<file path="config.mk">
export PLATFORM = sky130hd
export DESIGN_NAME = clock_pulse_ctrl_flat
export DESIGN_NICKNAME = d
export VERILOG_FILES = /design/src/rtl/clock_pulse_ctrl_if.sv /design/src/rtl/clock_pulse_ctrl.sv /design/src/flat_wrapper.sv
export SDC_FILE = /design/constraint.sdc
export NUM_CORES = 1
export LEC_CHECK = 0
export BUFFER_PORTS_ARGS = -buffer_cell sky130_fd_sc_hd__clkbuf_2
export CAP_MARGIN = 20
export CORE_UTILIZATION = 58
export DETAILED_ROUTE_END_ITERATION = 8
export PLACE_DENSITY_LB_ADDON = 0.1
export SYNTH_ARGS = -nofsm -noshare
export SYNTH_HDL_FRONTEND = slang
export SYNTH_SLANG_ARGS = --single-unit
</file>
<file path="constraint.sdc">
create_clock -name clock -period 4.3 [get_ports clock]
set_input_delay 0.43 -clock clock [delete_from_list [all_inputs] [get_ports clock]]
set_output_delay 0.43 -clock clock [all_outputs]
set_load 0.005 [all_outputs]
</file>
<file path="src/rtl/clock_pulse_ctrl_if.sv">
// Control/status bundle for clock_pulse_ctrl: start/stop handshake, run
// configuration, generated waveform, edge strobes and run status.
interface clock_pulse_ctrl_if #(
  parameter int unsigned CNT_W = 16,
  parameter int unsigned LEN_W = 32
);
  logic             start;
  logic             stop;
  logic [CNT_W-1:0] half_period;
  logic [LEN_W-1:0] run_len;
  logic             init_level;
  logic             clk_out;
  logic             edge_rise;
  logic             edge_fall;
  logic             busy;
  logic             done;
  logic [LEN_W-1:0] toggle_cnt;

  modport master (
    output start, stop, half_period, run_len, init_level,
    input  clk_out, edge_rise, edge_fall, busy, done, toggle_cnt
  );

  modport slave (
    input  start, stop, half_period, run_len, init_level,
    output clk_out, edge_rise, edge_fall, busy, done, toggle_cnt
  );
endinterface

</file>
<file path="src/rtl/clock_pulse_ctrl.sv">
// Programmable pulse generator: toggles clk_out every hp cycles for run_len
// toggles (0 = forever), with a stop request that ends on the initial level.
module clock_pulse_ctrl #(
  parameter int unsigned CNT_W = 16,
  parameter int unsigned LEN_W = 32
) (
  input  logic              clock,
  input  logic              reset,
  clock_pulse_ctrl_if.slave bus
);

  typedef enum logic [1:0] {
    IDLE     = 2'd0,
    RUN      = 2'd1,
    STOPPING = 2'd2
  } state_t;

  state_t           state, state_nxt;
  logic [CNT_W-1:0] phase, phase_nxt;
  logic [CNT_W-1:0] hp, hp_nxt;
  logic [LEN_W-1:0] len, len_nxt;
  logic [LEN_W-1:0] cnt, cnt_nxt;
  logic             lvl, lvl_nxt;
  logic             clk_q, clk_nxt;
  logic             rise_q, rise_nxt;
  logic             fall_q, fall_nxt;
  logic             busy_q, busy_nxt;
  logic             done_q, done_nxt;
  logic             tog;
  logic             fin;
  logic [LEN_W-1:0] cnt_inc;

  // Next-state and registered-output logic
  always_comb begin
    state_nxt = state;
    phase_nxt = phase;
    hp_nxt    = hp;
    len_nxt   = len;
    cnt_nxt   = cnt;
    lvl_nxt   = lvl;
    clk_nxt   = clk_q;
    rise_nxt  = 1'b0;
    fall_nxt  = 1'b0;
    busy_nxt  = busy_q;
    done_nxt  = 1'b0;
    fin       = 1'b0;
    tog       = (phase == hp - CNT_W'(1));
    cnt_inc   = cnt + LEN_W'(1);

    case (state)
      IDLE: begin
        if (bus.start) begin
          hp_nxt    = (bus.half_period == '0) ? CNT_W'(1) : bus.half_period;
          len_nxt   = bus.run_len;
          lvl_nxt   = bus.init_level;
          clk_nxt   = bus.init_level;
          cnt_nxt   = '0;
          phase_nxt = '0;
          busy_nxt  = 1'b1;
          state_nxt = RUN;
        end
      end

      RUN, STOPPING: begin
        if (tog) begin
          phase_nxt = '0;
          clk_nxt   = ~clk_q;
          cnt_nxt   = cnt_inc;
          rise_nxt  = ~clk_q;
          fall_nxt  = clk_q;
        end else begin
          phase_nxt = phase + CNT_W'(1);
        end

        // Length finish wins; a stop is judged on the level after any toggle
        if (tog && (len != '0) && (cnt_inc == len)) begin
          fin = 1'b1;
        end else if (state == STOPPING) begin
          fin = tog;
        end else if (bus.stop) begin
          if (clk_nxt == lvl) fin = 1'b1;
          else                state_nxt = STOPPING;
        end

        if (fin) begin
          busy_nxt  = 1'b0;
          done_nxt  = 1'b1;
          state_nxt = IDLE;
        end
      end

      default: state_nxt = IDLE;
    endcase
  end

  // State and output registers
  always_ff @(posedge clock) begin
    if (reset) begin
      state  <= IDLE;
      phase  <= '0;
      hp     <= '0;
      len    <= '0;
      cnt    <= '0;
      lvl    <= 1'b0;
      clk_q  <= 1'b0;
      rise_q <= 1'b0;
      fall_q <= 1'b0;
      busy_q <= 1'b0;
      done_q <= 1'b0;
    end else begin
      state  <= state_nxt;
      phase  <= phase_nxt;
      hp     <= hp_nxt;
      len    <= len_nxt;
      cnt    <= cnt_nxt;
      lvl    <= lvl_nxt;
      clk_q  <= clk_nxt;
      rise_q <= rise_nxt;
      fall_q <= fall_nxt;
      busy_q <= busy_nxt;
      done_q <= done_nxt;
    end
  end

  assign bus.clk_out    = clk_q;
  assign bus.edge_rise  = rise_q;
  assign bus.edge_fall  = fall_q;
  assign bus.busy       = busy_q;
  assign bus.done       = done_q;
  assign bus.toggle_cnt = cnt;

endmodule

</file>
<file path="src/flat_wrapper.sv">
// flat-port wrapper written by rule: the top's interface ports become plain ports
module clock_pulse_ctrl_flat 
#(
  parameter int unsigned CNT_W = 16,
  parameter int unsigned LEN_W = 32
)
  (clock, reset, bus_start, bus_stop, bus_half_period, bus_run_len, bus_init_level, bus_clk_out, bus_edge_rise, bus_edge_fall, bus_busy, bus_done, bus_toggle_cnt);
  clock_pulse_ctrl_if #(.CNT_W(CNT_W), .LEN_W(LEN_W)) bus_i ();
  input  logic clock;
  input  logic reset;
  input wire logic [$bits(bus_i.start)-1:0] bus_start;
  input wire logic [$bits(bus_i.stop)-1:0] bus_stop;
  input wire logic [$bits(bus_i.half_period)-1:0] bus_half_period;
  input wire logic [$bits(bus_i.run_len)-1:0] bus_run_len;
  input wire logic [$bits(bus_i.init_level)-1:0] bus_init_level;
  output wire logic [$bits(bus_i.clk_out)-1:0] bus_clk_out;
  output wire logic [$bits(bus_i.edge_rise)-1:0] bus_edge_rise;
  output wire logic [$bits(bus_i.edge_fall)-1:0] bus_edge_fall;
  output wire logic [$bits(bus_i.busy)-1:0] bus_busy;
  output wire logic [$bits(bus_i.done)-1:0] bus_done;
  output wire logic [$bits(bus_i.toggle_cnt)-1:0] bus_toggle_cnt;
  assign bus_i.start = bus_start;
  assign bus_i.stop = bus_stop;
  assign bus_i.half_period = bus_half_period;
  assign bus_i.run_len = bus_run_len;
  assign bus_i.init_level = bus_init_level;
  assign bus_clk_out = bus_i.clk_out;
  assign bus_edge_rise = bus_i.edge_rise;
  assign bus_edge_fall = bus_i.edge_fall;
  assign bus_busy = bus_i.busy;
  assign bus_done = bus_i.done;
  assign bus_toggle_cnt = bus_i.toggle_cnt;
  clock_pulse_ctrl #(.CNT_W(CNT_W), .LEN_W(LEN_W)) u_core (.clock(clock), .reset(reset), .bus(bus_i));
endmodule
</file>
==> qor.yml <==
synth_edf_count: 0
peakVddDrop_uv: 415
synthTopCellsByArea: "dfxtp_1 (33%), nand2_1 (8.0%), a21oi_1 (7.2%)"
ios: 90
antenna_left: 0
post_cts_buffers: 0
async_reset_ff_frac: 0
cts_root_buffer: "clkbuf_8"
r2r_end: "u_core.state[1]"
synth.largest_area_cell: "dfxtp_1"
first_global_vias: 5852
die_y_um: 106
ctsHtreeMaxLevel: 3
crit_slowest_cell: "or4b_1"
synth.ff_latch_count: 104
timing.rr.start: "u_core.bus.toggle_cnt[5]"
power.density_mw_per_mm2: 324
drt_iter0_markers: 530
hold_ws_ns: 0.245
crit_fanout: 10
synth-seq-area-share: 0.334
ys_dominant_reg_cell: "dfxtp_1"
hold_viol: 0
slew_headroom: 0.440
arrival_ns: 3.86
run_status: "completed"
core_area_mm2: 0.0104
fin_crit_ns: 3.58
final_nets: 934
hpwl_um: 12500
num_antenna_cells: 0
reg2reg_depth: 9
power.internal_uw: 1540
critPathBufInv: 0
netlist_instances: 819
slew_viol_final: 0
wl_per_cell_um: 16.8
cts.path.max_buffers: 2
critPathCaptureType: "flip-flop"
max_stage_delay_ns: 0.68
cts_tree: "yes"
clk_latency_ns: 0.39
post-route-drc-count: 0
path_clk_slew_ns: 0.10
final_util: 0.669
setup-tns-final_ns: 0
port_buffers: 89
design_area_mm2: 0.00694
switching_power_uw: 712
swShare: 0.317
vias_per_cell: 6.09
worstMarginPinSlew_ns: 0.838
grt_usage: 0.316
syn-num-nets: 878
syn_area_mm2: 0.00623
grt_start_max_net_pins: 60
post_cts_resized: 0
gp_congestion: 0.953
cpLargestDelayFamily: "simple AND/OR/NAND/NOR gates"
synth.distinct_cells: 66
timing.fmax_ghz: 0.279
start_util: 0.601
worstPathRequired_ns: 4.58
hp-class: "in2reg"
leakage_uw: 0.00264
p_comb_frac: 0.214
numCtsBuffers: 9
antenna_found_initial: 0
crit_path_cell_trace: "and4_1 -> nand4_1 -> nor4_2 -> mux2_2 -> a31oi_1 -> o2111ai_1 -> or4b_1 -> o2111ai_2 -> o211ai_2"
period_share: 0.833
seqPwrFrac: 0.473
numClockSinks: 104
yosysWarnings: 0
min_to: "u_core.len[26]"
min_from: "bus_run_len[26]"
rrSetupSlack_ns: 0.72
routed_wl_um: 17100
synth.avg_cell_area_um2: 7.61
num_rows: 37
hold_buffers: 0
dr.pass1.iters: 7
setup-violations-final: 0
fin_skew_ns: 0.00630
holdPathStages: 3
dpl-instance-area_mm2: 0.00670
max_cap_viol_count: 0
yosysTopAreaCellShare: 0.334
die-area_mm2: 0.0112
rsz0062_at_grt: "false"
die_w_um: 106
drive_gt1_frac: 0.163
grt_pass1_wl_um: 28100
grt.overflow.total: 0
synth.most_common_cell: "nand2_1"
cp-start-kind: "flip-flop"
ys_top_cells_by_count: "nand2_1 (133), dfxtp_1 (104), a21oi_1 (90)"
critical_path_class: "reg2reg"
vias: 6185
area_growth_pct: 11.2
pwr-share-clk: 0.313
## area by class of cell
class | instances | area (um2)
timing repair buffer | 97 | 505
inverter | 15 | 56.3
multi-input combinational | 648 | 3890
clock inverter | 6 | 91.3
sequential | 104 | 2080
fill | 970 | 3430
clock buffer | 10 | 138
tap | 136 | 170
## how the worst max path moves through the flow
stage | depth (start not counted) | startpoint | end | slack, ns
floorplan | 12 | u_core.hp[0] | u_core.state[1] | 1.06
global placement | 10 | u_core.hp[0] | u_core.bus.toggle_cnt[30] | 0.74
detailed placement | 10 | u_core.hp[0] | u_core.bus.toggle_cnt[30] | 0.55
CTS | 10 | u_core.hp[0] | u_core.bus.toggle_cnt[30] | 0.53
global route | 10 | u_core.hp[0] | u_core.bus.toggle_cnt[6] | 0.26
finish | 9 | u_core.bus.toggle_cnt[5] | u_core.state[1] | 0.72
## flip-flops by register name, summed over array words and instances (netlist names)
signal                 count
u_core.bus.edge_fall       1
u_core.lvl                 1
u_core.state               2
u_core.bus.toggle_cnt     32
u_core.hp                 16
u_core.bus.busy            1
u_core.bus.clk_out         1
u_core.bus.edge_rise       1
u_core.len                32
u_core.bus.done            1
u_core.phase              16
## through the flow
stage	cells	power, uW	setup slack (ns)
floorplan	819	1420	1.06
global placement	1000	1540	0.739
detailed placement	1000	1560	0.553
CTS	1016	2250	0.532
global route	1016	2350	0.256
finish	1016	2250	0.720
## kinds of logic after synthesis
group | count (synthesis) | synth area share
AOI/OAI and AO/OA | 175 | 0.177
xor gates and xnor gates | 73 | 0.103
adders and majority gates | 6 | 0.0120
buffers and inverters | 67 | 0.0427
DFF | 104 | 0.334
muxes | 5 | 0.00843
and+or+nand+nor | 389 | 0.323
## worst register-to-register path: stages, from the launching register on
cell and delay (ns):
dfxtp_1 0.56, and4_1 0.35, nand4_1 0.31, nor4_2 0.61, mux2_2 0.39, a31oi_1 0.13
o2111ai_1 0.16, or4b_1 0.68, o2111ai_2 0.16, o211ai_2 0.11
## cells in the final DEF (no fill, tap or decap), types with 3 or more instances in the layout
master,instances
a21oi_1,90
o2111ai_1,3
nor4_1,24
mux2i_1,3
or4_1,4
o211ai_1,4
xor2_1,29
buf_4,8
nand3b_1,4
nand2b_1,11
and2_1,4
a21o_1,9
nor2_1,60
nand3_1,32
a31oi_1,8
nand2_1,133
or3b_2,15
inv_1,15
nor2b_1,12
clkbuf_8,10
clkbuf_2,88
nor3_1,23
or3_1,16
o41ai_1,9
dfxtp_1,104
and3_1,7
o31ai_1,14
o21ai_0,16
ha_1,6
and4_1,6
nand4_1,23
xnor2_1,44
## power groups by stage
stage	logic [uW]	registers (uW)	clock network, uW
after floorplan	361	1060	0
after global placement	457	1080	0
after detailed placement	472	1080	0
after CTS	476	1060	715
after global routing	532	1070	750
final	481	1060	705
## routing by layer
metal	part of all wire	vias to the layer above	GRT usage	wire length [um]
li1	-	3040	-	-
met4	0.030	0	0.136	507
met3	0.052	46	0.0656	888
met1	0.41	2891	0.365	6970
met5	0	-	0	0
met2	0.51	208	0.560	8720
Power figures use the tool's default switching activity.
